$ cat config.mk
export PLATFORM = sky130hd
export DESIGN_NAME = fpu_rr_scheduler
export DESIGN_NICKNAME = d
export VERILOG_FILES = /design/src/rtl/fpu_rr_scheduler.sv
export SDC_FILE = /design/constraint.sdc
export NUM_CORES = 1
export LEC_CHECK = 0
export CORE_UTILIZATION = 40
export CTS_CLUSTER_DIAMETER = 80
export DETAILED_ROUTE_END_ITERATION = 7
export DONT_BUFFER_PORTS = 1
export SYNTH_ARGS = -nofsm -noshare
export SYNTH_HDL_FRONTEND = slang
export SYNTH_SLANG_ARGS = --single-unit
$ cat constraint.sdc
create_clock -name clk -period 2.9 [get_ports clk]
set_input_delay 0 -clock clk [delete_from_list [all_inputs] [get_ports clk]]
set_output_delay 0 -clock clk [all_outputs]
set_load 0.02 [all_outputs]
$ cat src/rtl/fpu_rr_scheduler.sv
// Round-robin scheduler sharing one combinational float16 FPU among N_REQ requesters.
// Optional saturating statistics counters are enabled with `define FPU_SCHED_STATS_EN.
module fpu_rr_scheduler #(
  parameter int unsigned N_REQ   = 4,
  parameter int unsigned FPU_LAT = 1,
  parameter int unsigned ID_W    = (N_REQ > 2) ? $clog2(N_REQ) : 1
) (
  input  logic                 clk,
  input  logic                 rst,
  input  logic [N_REQ-1:0]     req_valid,
  output logic [N_REQ-1:0]     req_ready,
  input  logic [N_REQ*16-1:0]  req_a,
  input  logic [N_REQ*16-1:0]  req_b,
  input  logic [N_REQ-1:0]     req_op,
  output logic [15:0]          fpu_a,
  output logic [15:0]          fpu_b,
  output logic                 fpu_op,
  input  logic [15:0]          fpu_result,
  output logic [N_REQ-1:0]     rsp_valid,
  output logic [ID_W-1:0]      rsp_id,
  output logic [15:0]          rsp_data,
  input  logic                 flush,
  output logic                 flush_done,
`ifdef FPU_SCHED_STATS_EN
  output logic [31:0]          stat_ops,
  output logic [31:0]          stat_stall,
`endif
  output logic                 busy
);

  localparam int unsigned DATA_W = 16;

  typedef enum logic [1:0] {IDLE, RUN, DRAIN} state_t;

  state_t              state, state_d;
  logic [ID_W-1:0]     rr_ptr;
  logic [ID_W-1:0]     gnt_id;
  logic                found;
  logic                grant_en;
  logic [N_REQ-1:0]    gnt;
  logic                hs;
  logic [DATA_W-1:0]   sel_a, sel_b;
  logic                sel_op;
  int unsigned         idx;

  // Tag stage aligned with the registered operands, then FPU_LAT result stages
  logic [N_REQ-1:0]    t0_oh;
  logic [ID_W-1:0]     t0_id;
  logic [N_REQ-1:0]    p_oh   [FPU_LAT];
  logic [ID_W-1:0]     p_id   [FPU_LAT];
  logic [DATA_W-1:0]   p_data [FPU_LAT];

  logic                pipe_any;
  logic                pipe_next_any;
  logic                flush_done_d;
  logic                busy_d;

  assign grant_en = !rst && !flush && (state != DRAIN);

  // Rotating priority search starting just after the last granted requester
  always_comb begin
    found  = 1'b0;
    gnt_id = '0;
    idx    = 0;
    gnt    = '0;
    for (int unsigned off = 1; off <= N_REQ; off++) begin
      idx = (32'(rr_ptr) + off) % N_REQ;
      for (int unsigned i = 0; i < N_REQ; i++) begin
        if (!found && (i == idx) && req_valid[i]) begin
          found  = 1'b1;
          gnt_id = ID_W'(i);
        end
      end
    end
    for (int unsigned i = 0; i < N_REQ; i++) begin
      gnt[i] = grant_en && found && (ID_W'(i) == gnt_id);
    end
  end

  assign req_ready = gnt;
  assign hs        = |gnt;

  always_comb begin
    sel_a  = '0;
    sel_b  = '0;
    sel_op = 1'b0;
    for (int unsigned i = 0; i < N_REQ; i++) begin
      if (gnt[i]) begin
        sel_a  = req_a[DATA_W*i +: DATA_W];
        sel_b  = req_b[DATA_W*i +: DATA_W];
        sel_op = req_op[i];
      end
    end
  end

  // pipe_next_any looks one cycle ahead: the oldest stage shifts out
  always_comb begin
    pipe_any      = |t0_oh;
    pipe_next_any = hs | (|t0_oh);
    for (int unsigned k = 0; k < FPU_LAT; k++) begin
      pipe_any = pipe_any | (|p_oh[k]);
      if (k + 1 < FPU_LAT) begin
        pipe_next_any = pipe_next_any | (|p_oh[k]);
      end
    end
  end

  always_ff @(posedge clk) begin
    if (rst) state <= IDLE;
    else     state <= state_d;
  end

  always_comb begin
    state_d      = state;
    flush_done_d = 1'b0;
    busy_d       = 1'b0;
    case (state)
      IDLE: begin
        if (flush)   state_d = DRAIN;
        else if (hs) state_d = RUN;
      end
      RUN: begin
        if (flush)                 state_d = DRAIN;
        else if (!hs && !pipe_any) state_d = IDLE;
      end
      DRAIN: begin
        if (!pipe_any) state_d = IDLE;
      end
      default: state_d = IDLE;
    endcase
    // flush_done lands in the DRAIN cycle that first sees an empty pipeline
    flush_done_d = (state_d == DRAIN) && !pipe_next_any;
    busy_d       = (state_d != IDLE) || pipe_next_any;
  end

  always_ff @(posedge clk) begin
    if (rst) begin
      rr_ptr     <= ID_W'(N_REQ - 1);
      fpu_a      <= '0;
      fpu_b      <= '0;
      fpu_op     <= 1'b0;
      t0_oh      <= '0;
      t0_id      <= '0;
      flush_done <= 1'b0;
      busy       <= 1'b0;
      for (int unsigned k = 0; k < FPU_LAT; k++) begin
        p_oh[k]   <= '0;
        p_id[k]   <= '0;
        p_data[k] <= '0;
      end
    end else begin
      if (hs) begin
        rr_ptr <= gnt_id;
        fpu_a  <= sel_a;
        fpu_b  <= sel_b;
        fpu_op <= sel_op;
      end
      t0_oh     <= gnt;
      t0_id     <= gnt_id;
      p_oh[0]   <= t0_oh;
      p_id[0]   <= t0_id;
      p_data[0] <= fpu_result;
      for (int unsigned k = 1; k < FPU_LAT; k++) begin
        p_oh[k]   <= p_oh[k-1];
        p_id[k]   <= p_id[k-1];
        p_data[k] <= p_data[k-1];
      end
      flush_done <= flush_done_d;
      busy       <= busy_d;
    end
  end

  assign rsp_valid = p_oh[FPU_LAT-1];
  assign rsp_id    = p_id[FPU_LAT-1];
  assign rsp_data  = p_data[FPU_LAT-1];

`ifdef FPU_SCHED_STATS_EN
  // Saturating handshake and stall counters
  always_ff @(posedge clk) begin
    if (rst) begin
      stat_ops   <= '0;
      stat_stall <= '0;
    end else begin
      if (hs && (stat_ops != 32'hFFFF_FFFF))
        stat_ops <= stat_ops + 32'd1;
      if ((|req_valid) && !hs && (stat_stall != 32'hFFFF_FFFF))
        stat_stall <= stat_stall + 32'd1;
    end
  end
`endif

endmodule

==> impl_metrics.ini <==
[outcome]
outcome = completed

[global_routing]
grt_max_degree = 63
grtUsageTotal_pct = 22.7
grt_pass1_vias = 2923
grt_pass1_wl_um = 14600
antenna_found_initial = 0
grt-ovfl-total = 0

[sta]
report.final.setup_viol = 0
setup_tns_ps = 0
clock.fmax_ghz = 0.385
min_period_ps = 2600
period_share_pct = 89.5
setup_ws_ps = 305
worst_pin_slew_ps = 710
whs_ps = 9.54
finClkSkew_ps = 9.17
rsz0062_at_grt = no
maxSlewViolCount = 0
max-slew-margin-rel_pct = 52.3
hold_viol_final = 0

[synth]
ys_top_cells_by_area = dfxtp_1 (43%), mux2_2 (9.4%), a222oi_1 (9.0%)
synth_top_area_share_pct = 42.9
async_flop_share_pct = 0
syn_inst = 309
synth.cell_area_mm2 = 0.00313
synth_common_cells = dfxtp_1 (67), nor2_1 (38), a211oi_1 (29)
yosys.area.top_type = dfxtp_1
yosys.cell_count.top_type = dfxtp_1
yosys_warnings = 0
synth_edf_count = 0
synth_flop_cell = dfxtp_1
ys_types = 36
synth_seq_cells = 67
syn_avg_cell_area_um2 = 10.1
seq_area_frac_synth_pct = 42.9
synth_fp_nets = 464

[floorplanning]
num_rows = 31
die_h_um = 90.4
dieArea_mm2 = 0.00817
initial_utilization_pct = 42.2
ios = 216
core-area_mm2 = 0.00741
die_w_um = 90.4

[cts]
path_clk_slew_ps = 80
cts_tree = built
clock_latency_ps = 340
post_cts_resized = 0
h-tree-depth = 3
clk_path_buf_depth = 2
cts.sinks = 67
cts_inserted_buffers = 9
cts-root-buf = clkbuf_8

[pwr]
powerDensity_mw_per_mm2 = 580
ir_worst_vdd_mv = 0.292
clkPwrFrac_pct = 35.8
total_leakage_power_nw = 1.56
p_seq_share_pct = 44.2
comb_power_share_pct = 20.0
finalPower_mw = 2.47
p_int_mw = 1.75
sw_frac_of_total_pct = 29.1
p_sw_mw = 0.717

[worst_setup_path]
cp_max_fo = 20
endpoint_kind = register
crit_type = reg -> reg
cp-startpoint = rr_ptr[1]$_SDFFE_PP1P_
required_ps = 3150
timing.rr.start = rr_ptr[1]$_SDFFE_PP1P_
cp_cell_sequence = nor2b_1, o21ai_0, nor2_2, buf_4, a222oi_1, dlygate4sd3_1, a211oi_1
r2r_setup_slack_ps = 300
max_stage_delay_ps = 580
crit_family = buffers and inverters
reg2regPathDepth = 7
crit_slowest_cell = dlygate4sd3_1
startpoint_type = register
cp.buffers_inverters = 2
critPathArrivalTime_ps = 2850
worstReg2RegEnd = fpu_a[0]$_SDFFE_PP0P_

[run]
maxCapViolations = 0

[route]
ant_nets = 0
drc_errors = 0
vias = 2852
routedWlPerCell_um = 19.4
drt_iter0_markers = 209
wirelength_um = 9390
drt_pass1_iterations = 5
vias_per_cell = 5.88

[finish]
instances_no_fill = 485
layout-drive-gt1-share_pct = 18.1
utilization_pct = 57.3
antenna_cells = 0
nets = 536
finalInstanceArea_mm2 = 0.00425
areaGrowthSynthToFinish_pct = 35.9

[worst_hold_path]
hp-class = in -> reg
worstHoldStart = req_a[23]
whs_path_depth = 2
hold_path_end = fpu_a[7]$_SDFFE_PP0P_

[place]
place_ws_ps = 321
gp_congestion = 0.824
hpwlAfterDp_um = 5780
dp_cells = 390
portBuffers = 0
placed_area_mm2 = 0.00320
-- worst max-delay path by stage --
stage                                        end  cells after the start
after global routing       fpu_a[0]$_SDFFE_PP0P_                      7
after global placement    fpu_a[11]$_SDFFE_PP0P_                      6
after floorplan            fpu_a[5]$_SDFFE_PP0P_                      7
after CTS                  fpu_a[8]$_SDFFE_PP0P_                      6
final                      fpu_a[0]$_SDFFE_PP0P_                      7
after detailed placement  fpu_b[15]$_SDFFE_PP0P_                      6
-- layout make-up --
| cell class | instances | area, µm² |
|---|---|---|
| Multi-Input combinational cell | 213 | 1650 |
| Tap cell | 99 | 124 |
| Sequential cell | 67 | 1340 |
| Inverter | 2 | 7.51 |
| Clock buffer | 9 | 124 |
| Timing Repair Buffer | 88 | 898 |
| Clock inverter | 7 | 101 |
| Fill cell | 605 | 3160 |
-- power groups by stage --
stage / clock (mW) / combinational (mW) / sequential [mW]
floorplan: 0 / 0.326 / 1.10
global placement: 0 / 0.356 / 1.11
detailed placement: 0 / 0.365 / 1.11
CTS: 0.909 / 0.476 / 1.09
global route: 0.960 / 0.535 / 1.10
finish: 0.882 / 0.492 / 1.09
-- sequential cells by signal (all words and copies together), names as in the netlist --
name / flops
busy: 1
flush_done: 1
fpu_a: 16
fpu_b: 16
fpu_op: 1
p_data: 16
p_id: 2
p_oh: 4
rr_ptr: 2
state: 2
t0_id: 2
t0_oh: 4
-- cell families after synthesis --
kind of cell / after synthesis / synth area share [%]
compound gates: 75 / 20.3
simple gates: 95 / 16.3
flops: 67 / 42.9
buf+inv: 29 / 4.92
mux: 43 / 15.6
-- layer usage --
metal	GRT usage [%]	wire length, µm	part of all wire, %	vias up
li1	-	-	-	1325
met1	25.5	3790	40	1339
met2	41.5	4680	50	176
met3	7.15	808	8.6	12
met4	5.65	104	1.1	0
met5	0	0	0	-
-- worst register-to-register path: stages, from the launching register on --
cell and delay (ps):
dfxtp_1 520, nor2b_1 230, o21ai_0 120, nor2_2 370, buf_4 350, a222oi_1 120
dlygate4sd3_1 580, a211oi_1 220
-- repair_timing --
action | CTS | global route
endpoints found under the hold margin | 64 | 0
endpoints found under the setup margin | 0 | 5
hold buffers | 78 | 0
setup buffers | 0 | 1
-- cell usage in the layout, fill, tap and decap left out, drive strengths merged, types with 5 or more instances in the layout --
cell and n:
a211oi 29, a21oi 6, a222oi 28, buf 11, clkbuf 9, dfxtp 67, dlygate4sd3 77, mux2 33
mux2i 10, nand2 6, nand3b 5, nor2 38, nor2b 26, nor3 5, o21ai 7
(Power assumes the default switching activity.)
